File: src/rtl/approx_accumulator_if.sv
// Beat-in / result-out stream bundle for the approximate accumulator.
interface approx_accumulator_if #(
   parameter int unsigned DATA_WIDTH  = 16,
   parameter int unsigned ACC_WIDTH   = 32,
   parameter int unsigned COUNT_WIDTH = 8
);
   logic                   in_valid;
   logic                   in_ready;
   logic [DATA_WIDTH-1:0]  in_data;
   logic                   in_last;
   logic                   out_valid;
   logic                   out_ready;
   logic [ACC_WIDTH-1:0]   out_data;
   logic                   out_overflow;
   logic [COUNT_WIDTH-1:0] out_count;

   // Producer of beats and consumer of results
   modport master (
      output in_valid, in_data, in_last, out_ready,
      input  in_ready, out_valid, out_data, out_overflow, out_count
   );

   // The accumulator itself
   modport slave (
      input  in_valid, in_data, in_last, out_ready,
      output in_ready, out_valid, out_data, out_overflow, out_count
   );
endinterface

File: src/rtl/approx_accumulator.sv
// Lower-part-OR approximate adder plus the packet accumulator that uses it.

// Low bits combined by OR, upper bits ripple-added; carry-out in o_sum[WIDTH].
module loawa_adder #(
   parameter int unsigned WIDTH          = 32,
   parameter int unsigned IMPRECISE_PART = 8
) (
   input  logic [WIDTH-1:0] i_a,
   input  logic [WIDTH-1:0] i_b,
   output logic [WIDTH:0]   o_sum
);
   localparam int unsigned HI_WIDTH = WIDTH - IMPRECISE_PART;

   logic [HI_WIDTH:0] w_hi;

   assign w_hi  = {1'b0, i_a[WIDTH-1:IMPRECISE_PART]} + {1'b0, i_b[WIDTH-1:IMPRECISE_PART]};
   assign o_sum = {w_hi, i_a[IMPRECISE_PART-1:0] | i_b[IMPRECISE_PART-1:0]};
endmodule

// Sums packets of unsigned products and hands each finished sum downstream.
module approx_accumulator #(
   parameter int unsigned DATA_WIDTH     = 16,
   parameter int unsigned ACC_WIDTH      = 32,
   parameter int unsigned IMPRECISE_PART = 8,
   parameter int unsigned COUNT_WIDTH    = 8
) (
   input  logic                 clk,
   input  logic                 rst,
   input  logic                 clear,
   approx_accumulator_if.slave  bus
);
   typedef enum logic {ACCUM, HOLD} state_e;

   state_e                 r_state;
   state_e                 w_state_nxt;
   logic [ACC_WIDTH-1:0]   r_acc;
   logic                   r_ovf;
   logic [COUNT_WIDTH-1:0] r_cnt;
   logic                   r_out_valid;
   logic [ACC_WIDTH-1:0]   r_out_data;
   logic                   r_out_overflow;
   logic [COUNT_WIDTH-1:0] r_out_count;

   logic [ACC_WIDTH:0]     w_sum;
   logic [ACC_WIDTH-1:0]   w_x;
   logic                   w_accept;
   logic                   w_out_fire;
   logic                   w_ovf_nxt;
   logic [COUNT_WIDTH-1:0] w_cnt_nxt;

   // Approximate sum of the running total and the zero-extended product
   assign w_x = ACC_WIDTH'(bus.in_data);

   loawa_adder #(
      .WIDTH          (ACC_WIDTH),
      .IMPRECISE_PART (IMPRECISE_PART)
   ) u_adder (
      .i_a   (r_acc),
      .i_b   (w_x),
      .o_sum (w_sum)
   );

   assign w_accept   = bus.in_valid && (r_state == ACCUM);
   assign w_out_fire = r_out_valid && bus.out_ready;
   assign w_ovf_nxt  = r_ovf | w_sum[ACC_WIDTH];
   assign w_cnt_nxt  = (&r_cnt) ? r_cnt : r_cnt + COUNT_WIDTH'(1);

   assign bus.in_ready     = (r_state == ACCUM);
   assign bus.out_valid    = r_out_valid;
   assign bus.out_data     = r_out_data;
   assign bus.out_overflow = r_out_overflow;
   assign bus.out_count    = r_out_count;

   // State register
   always_ff @(posedge clk or posedge rst) begin
      if (rst) r_state <= ACCUM;
      else     r_state <= w_state_nxt;
   end

   // Next state: close a packet on its last beat, reopen on output handshake
   always_comb begin
      w_state_nxt = r_state;
      if (clear) begin
         w_state_nxt = ACCUM;
      end else begin
         case (r_state)
            ACCUM:   if (w_accept && bus.in_last) w_state_nxt = HOLD;
            HOLD:    if (w_out_fire)               w_state_nxt = ACCUM;
            default: w_state_nxt = ACCUM;
         endcase
      end
   end

   // Running sum, sticky carry, beat count and the result holding registers
   always_ff @(posedge clk or posedge rst) begin
      if (rst) begin
         r_acc          <= '0;
         r_ovf          <= 1'b0;
         r_cnt          <= '0;
         r_out_valid    <= 1'b0;
         r_out_data     <= '0;
         r_out_overflow <= 1'b0;
         r_out_count    <= '0;
      end else if (clear) begin
         r_acc       <= '0;
         r_ovf       <= 1'b0;
         r_cnt       <= '0;
         r_out_valid <= 1'b0;
      end else if (w_accept) begin
         if (bus.in_last) begin
            r_out_data     <= w_sum[ACC_WIDTH-1:0];
            r_out_overflow <= w_ovf_nxt;
            r_out_count    <= w_cnt_nxt;
            r_out_valid    <= 1'b1;
            r_acc          <= '0;
            r_ovf          <= 1'b0;
            r_cnt          <= '0;
         end else begin
            r_acc <= w_sum[ACC_WIDTH-1:0];
            r_ovf <= w_ovf_nxt;
            r_cnt <= w_cnt_nxt;
         end
      end else if (w_out_fire) begin
         r_out_valid <= 1'b0;
      end
   end
endmodule

File: src/flat_wrapper.sv
// flat-port wrapper written by rule: the top's interface ports become plain ports
module approx_accumulator_flat 
#(
   parameter int unsigned DATA_WIDTH     = 16,
   parameter int unsigned ACC_WIDTH      = 32,
   parameter int unsigned IMPRECISE_PART = 8,
   parameter int unsigned COUNT_WIDTH    = 8
)
  (clk, rst, clear, bus_in_valid, bus_in_data, bus_in_last, bus_out_ready, bus_in_ready, bus_out_valid, bus_out_data, bus_out_overflow, bus_out_count);
  approx_accumulator_if #(.DATA_WIDTH(DATA_WIDTH), .ACC_WIDTH(ACC_WIDTH), .COUNT_WIDTH(COUNT_WIDTH)) bus_i ();
  input  logic clk;
  input  logic rst;
  input  logic clear;
  input wire logic [$bits(bus_i.in_valid)-1:0] bus_in_valid;
  input wire logic [$bits(bus_i.in_data)-1:0] bus_in_data;
  input wire logic [$bits(bus_i.in_last)-1:0] bus_in_last;
  input wire logic [$bits(bus_i.out_ready)-1:0] bus_out_ready;
  output wire logic [$bits(bus_i.in_ready)-1:0] bus_in_ready;
  output wire logic [$bits(bus_i.out_valid)-1:0] bus_out_valid;
  output wire logic [$bits(bus_i.out_data)-1:0] bus_out_data;
  output wire logic [$bits(bus_i.out_overflow)-1:0] bus_out_overflow;
  output wire logic [$bits(bus_i.out_count)-1:0] bus_out_count;
  assign bus_i.in_valid = bus_in_valid;
  assign bus_i.in_data = bus_in_data;
  assign bus_i.in_last = bus_in_last;
  assign bus_i.out_ready = bus_out_ready;
  assign bus_in_ready = bus_i.in_ready;
  assign bus_out_valid = bus_i.out_valid;
  assign bus_out_data = bus_i.out_data;
  assign bus_out_overflow = bus_i.out_overflow;
  assign bus_out_count = bus_i.out_count;
  approx_accumulator #(.DATA_WIDTH(DATA_WIDTH), .ACC_WIDTH(ACC_WIDTH), .IMPRECISE_PART(IMPRECISE_PART), .COUNT_WIDTH(COUNT_WIDTH)) u_core (.clk(clk), .rst(rst), .clear(clear), .bus(bus_i));
endmodule
File: config.mk
export PLATFORM = sky130hd
export DESIGN_NAME = approx_accumulator_flat
export DESIGN_NICKNAME = d
export VERILOG_FILES = /design/src/rtl/approx_accumulator_if.sv /design/src/rtl/approx_accumulator.sv /design/src/flat_wrapper.sv
export SDC_FILE = /design/constraint.sdc
export NUM_CORES = 1
export LEC_CHECK = 0
export ABC_AREA = 1
export CAP_MARGIN = 20
export CORE_ASPECT_RATIO = 0.9
export CORE_MARGIN = 8
export CORE_UTILIZATION = 30
export CTS_BUF_LIST = sky130_fd_sc_hd__clkbuf_2 sky130_fd_sc_hd__clkbuf_4 sky130_fd_sc_hd__clkbuf_8
export DETAILED_ROUTE_END_ITERATION = 7
export DONT_BUFFER_PORTS = 1
export GPL_TIMING_DRIVEN = 0
export PLACE_DENSITY = 0.51
export SYNTH_ARGS = -nofsm -noshare
export SYNTH_HDL_FRONTEND = slang
export SYNTH_SLANG_ARGS = --single-unit
File: constraint.sdc
create_clock -name clk -period 2.9 [get_ports clk]
set_clock_uncertainty 0.1 [all_clocks]
set_input_delay 0.435 -clock clk [delete_from_list [all_inputs] [get_ports clk]]
set_output_delay 0.435 -clock clk [all_outputs]
set_load 0.02 [all_outputs]
==> summary.txt <==
Global routing
  • Met1 Use GR: 0.169
  • Met2 Use GR: 0.209
  • Vias in the first global route: 3651
  • Global Route met3 Usage: 0.0494
  • Wire length of the first global-routing pass: 19300 um
  • Busiest metal layer after global routing: met2
  • Total gr overflow: 0
  • Antenna violations before repair: 0
  • Largest net degree at the start of global routing: 58
  • Tot GR Track Use: 0.134

STA
  • Final Hold Vio Count: 0
  • Maximum clock rate: 450 MHz
  • Count of final setup violators: 0
  • Worst-Margin Slew: 0.658 ns
  • Final WS setup: 0.680 ns
  • Final min period: 2.22 ns
  • Rel. slew slack: 0.561
  • RSZ-0062 raised after global routing: no
  • Crit share post-route: 0.766
  • Worst hold slack: 0.118 ns
  • Number of max-slew violations in the final report: 0

Worst hold path
  • HP Class: in2reg
  • Endpoint, Worst Hold: u_core.r_state
  • Worst hold path cell count: 3
  • Hold wc startpoint: clear

Yosys
  • Share of the synthesized area in the top cell type: 0.479
  • Compound-Gate Fraction of Synth Area: 0.0647
  • Area leader, netlist: dfrtp_1
  • Largest family of logic cells by synthesized area: simple AND/OR/NAND/NOR gates
  • Synth Cell Area: 4390 sq um
  • Synth cell types: 31
  • Post-synthesis adder-cell area fraction: 0.0302
  • Synth top area cells: dfrtp_1 (48%), nand2_1 (19%), nand3_1 (7.2%)
  • Number of synthesized register bits: 84
  • Mux contribution to synthesized area: 0
  • XOR/XNOR share of the synthesized area: 0.0160
  • Syn nets: 611
  • Average size of a mapped cell: 7.58 sq um
  • Seq/Total Area, Yosys: 0.479
  • Post-Synth Simple-Gate Area: 0.344
  • Yosys Warn Count: 0
  • Gate Count Post-Synth: 579

Setup path
  • Worst reg2reg path endpoint: u_core.bus.out_data[20]
  • Max incr delay on CP: 0.49 ns
  • Setup CP Type: reg2reg
  • Required @ worst endpoint: 3.11 ns
  • Worst R2R Setup Slack: 0.68 ns
  • CP cell instances: ha_1, fa_1, nand2_1, nand3_1, nand3_1, nand2_2, nand2_1, xor2_1, nand2_1, nand2_1
  • Slowest CP cell: fa_1
  • Critical Path Most Common Cell: nand2_1
  • CP Capture Type: register
  • CP arrival: 2.43 ns
  • Worst setup SP type: register
  • Reg2Reg Depth: 10
  • RR Startpoint: u_core.r_acc[8]
  • Crit-path max FO: 7

Pwr
  • Total power draw: 2.65 mW
  • Combinational Power Share: 0.091
  • Sw Share: 0.280
  • Power Density: 538 nW/um^2
  • Sequential Power Share: 0.518
  • LEAKAGE: 2.50 nW
  • Power Internal: 1.91 mW
  • Clock share of power: 0.391
  • VDD IR max: 0.231 mV
  • P_sw: 0.740 mW

Placed design
  • Pre-CTS WS: 0.619 ns
  • Placed cells: 778
  • Placer Congestion: 0.877
  • Count of input and output buffers: 0
  • DP HPWL: 8920 um

Finish
  • # diodes: 0
  • Final Net Count: 624
  • Final core utilization: 0.339
  • Storage element area: 2100 sq um
  • Share of layout cells above drive strength 1: 0.0871
  • Footprint of the multi-input gates: 2000 sq um
  • Filler Cells Inserted: 1565
  • Most common library cell in the layout ignoring fill and taps: nand2_1
  • Commonest cells after routing, fill and taps aside: nand2_1 (222), dfrtp_1 (84), nand3_1 (63), inv_1 (53), o21ai_0 (36)
  • Synth-to-layout area growth: 12.0%
  • Non-Filler Instances: 795

Clocking
  • Num CTS Buffers: 9
  • H-Tree Depth: 3
  • CTS tree: done
  • Worst-path clk slew: 0.09 ns
  • Post-CTS Setup Repair Bufs: 0
  • CTS root buffer: clkbuf_8
  • Post-CTS Resized: 0
  • Clock sinks: 84
  • Clk_lat worst skew: 0.38 ns
  • Hold-fix buffers, CTS: 1
  • Maximum root-to-sink buffer count: 2

Die
  • Initial cell density of the core: 0.303
  • Die area: 18800 sq um
  • Die Wd: 144 um
  • Core area: 14500 sq um
  • Die Span Y: 131 um
  • # IOs: 65
  • Row count: 42

Drt
  • Wirelength per Cell: 15.1 um
  • DRC violation total after the first TritonRoute iteration: 248
  • DRC Markers: 0
  • Via Count: 3754
  • Drt total wl: 12000 um
  • 1st-pass router iterations: 4
  • Post-DR vias/cell: 4.72
  • Antenna viol nets, final: 0

Outcome
  • Outcome: complete, no violations

Job
  • Max cap viols: 0
==> sequential cells by signal, summed over array words and instances (netlist names) <==
name and count:
u_core.bus.out_count 8, u_core.r_ovf 1, u_core.r_cnt 8, u_core.bus.out_overflow 1, u_core.r_acc 32, u_core.bus.out_data 32, u_core.r_state 1, u_core.bus.out_valid 1
==> worst max-delay path by stage <==
| stage | startpoint | to | slack [ns] | cells past startpoint |
|---|---|---|---|---|
| 2_1_floorplan | rst | u_core.bus.out_count[0] | 0.20 | 1 |
| 3_3_place_gp | rst | u_core.bus.out_data[30] | -0.94 | 1 |
| 3_5_place_dp | bus_in_data[8] | u_core.bus.out_data[20] | 0.62 | 10 |
| 4_1_cts | u_core.r_acc[8] | u_core.bus.out_data[20] | 0.66 | 10 |
| 5_1_grt | u_core.r_acc[8] | u_core.bus.out_data[20] | 0.45 | 10 |
| 6_report | u_core.r_acc[8] | u_core.bus.out_data[20] | 0.68 | 10 |
==> metal layers <==
metal	part of all wire	vias to the layer above
li1	-	1871
met1	0.46	1775
met2	0.44	93
met3	0.083	15
met4	0.015	0
met5	0	-
==> logic make-up after synthesis <==
kind of cell             after synthesis
adder cells (fa/ha/maj)               10
buffers and inverters                 72
AND/OR/NAND/NOR                      350
AO/OA/AOI/OAI                         55
flip-flops                            84
XOR/XNOR                               8
==> synth_stat cells (all sizes together) <==
cell type and n:
xor2 5, fa 1, nand3b 1, buf 7, nand3 65, xnor2 3
o22ai 2, nand4 7, a22oi 1, inv 58, dfrtp 84, o21ai 37
nor3 3, nand2 231, a22o 1, ha 9, nor3b 1, or2 6
a21oi 14, clkbuf 7, nor2 36
==> stage by stage <==
stage / instance area, sq um / TNS, ns
CTS: 4920 / 0
floorplan: 4390 / 0
detailed placement: 4670 / 0
global placement: 4640 / -78.54
finish: 4920 / 0
global route: 4920 / 0
==> power groups by stage <==
stage | clock network (mW) | logic [mW] | registers (mW)
2_1_floorplan | 0 | 0.179 | 1.37
3_3_place_gp | 0 | 0.233 | 1.40
3_5_place_dp | 0 | 0.243 | 1.40
4_1_cts | 1.07 | 0.246 | 1.38
5_1_grt | 1.10 | 0.279 | 1.39
6_report | 1.03 | 0.240 | 1.37
==> cell type report <==
cell class,instances,share of cell area
plain buffers,14,0.0150
clock buffers,11,0.0282
clock inverters,5,0.0204
inverters,58,0.0448
multi-input cells,423,0.406
flip-flops and latches,84,0.427
well taps,198,0.0504
repair buffers,2,0.00763
==> critical path, delay by kind of cell, from the launching register on <==
family / cells / cell delay, ns
adders and majority gates: 2 / 0.73
DFF: 1 / 0.39
xor gates and xnor gates: 1 / 0.20
and+or+nand+nor: 7 / 0.72
Power figures use the tool's default switching activity.
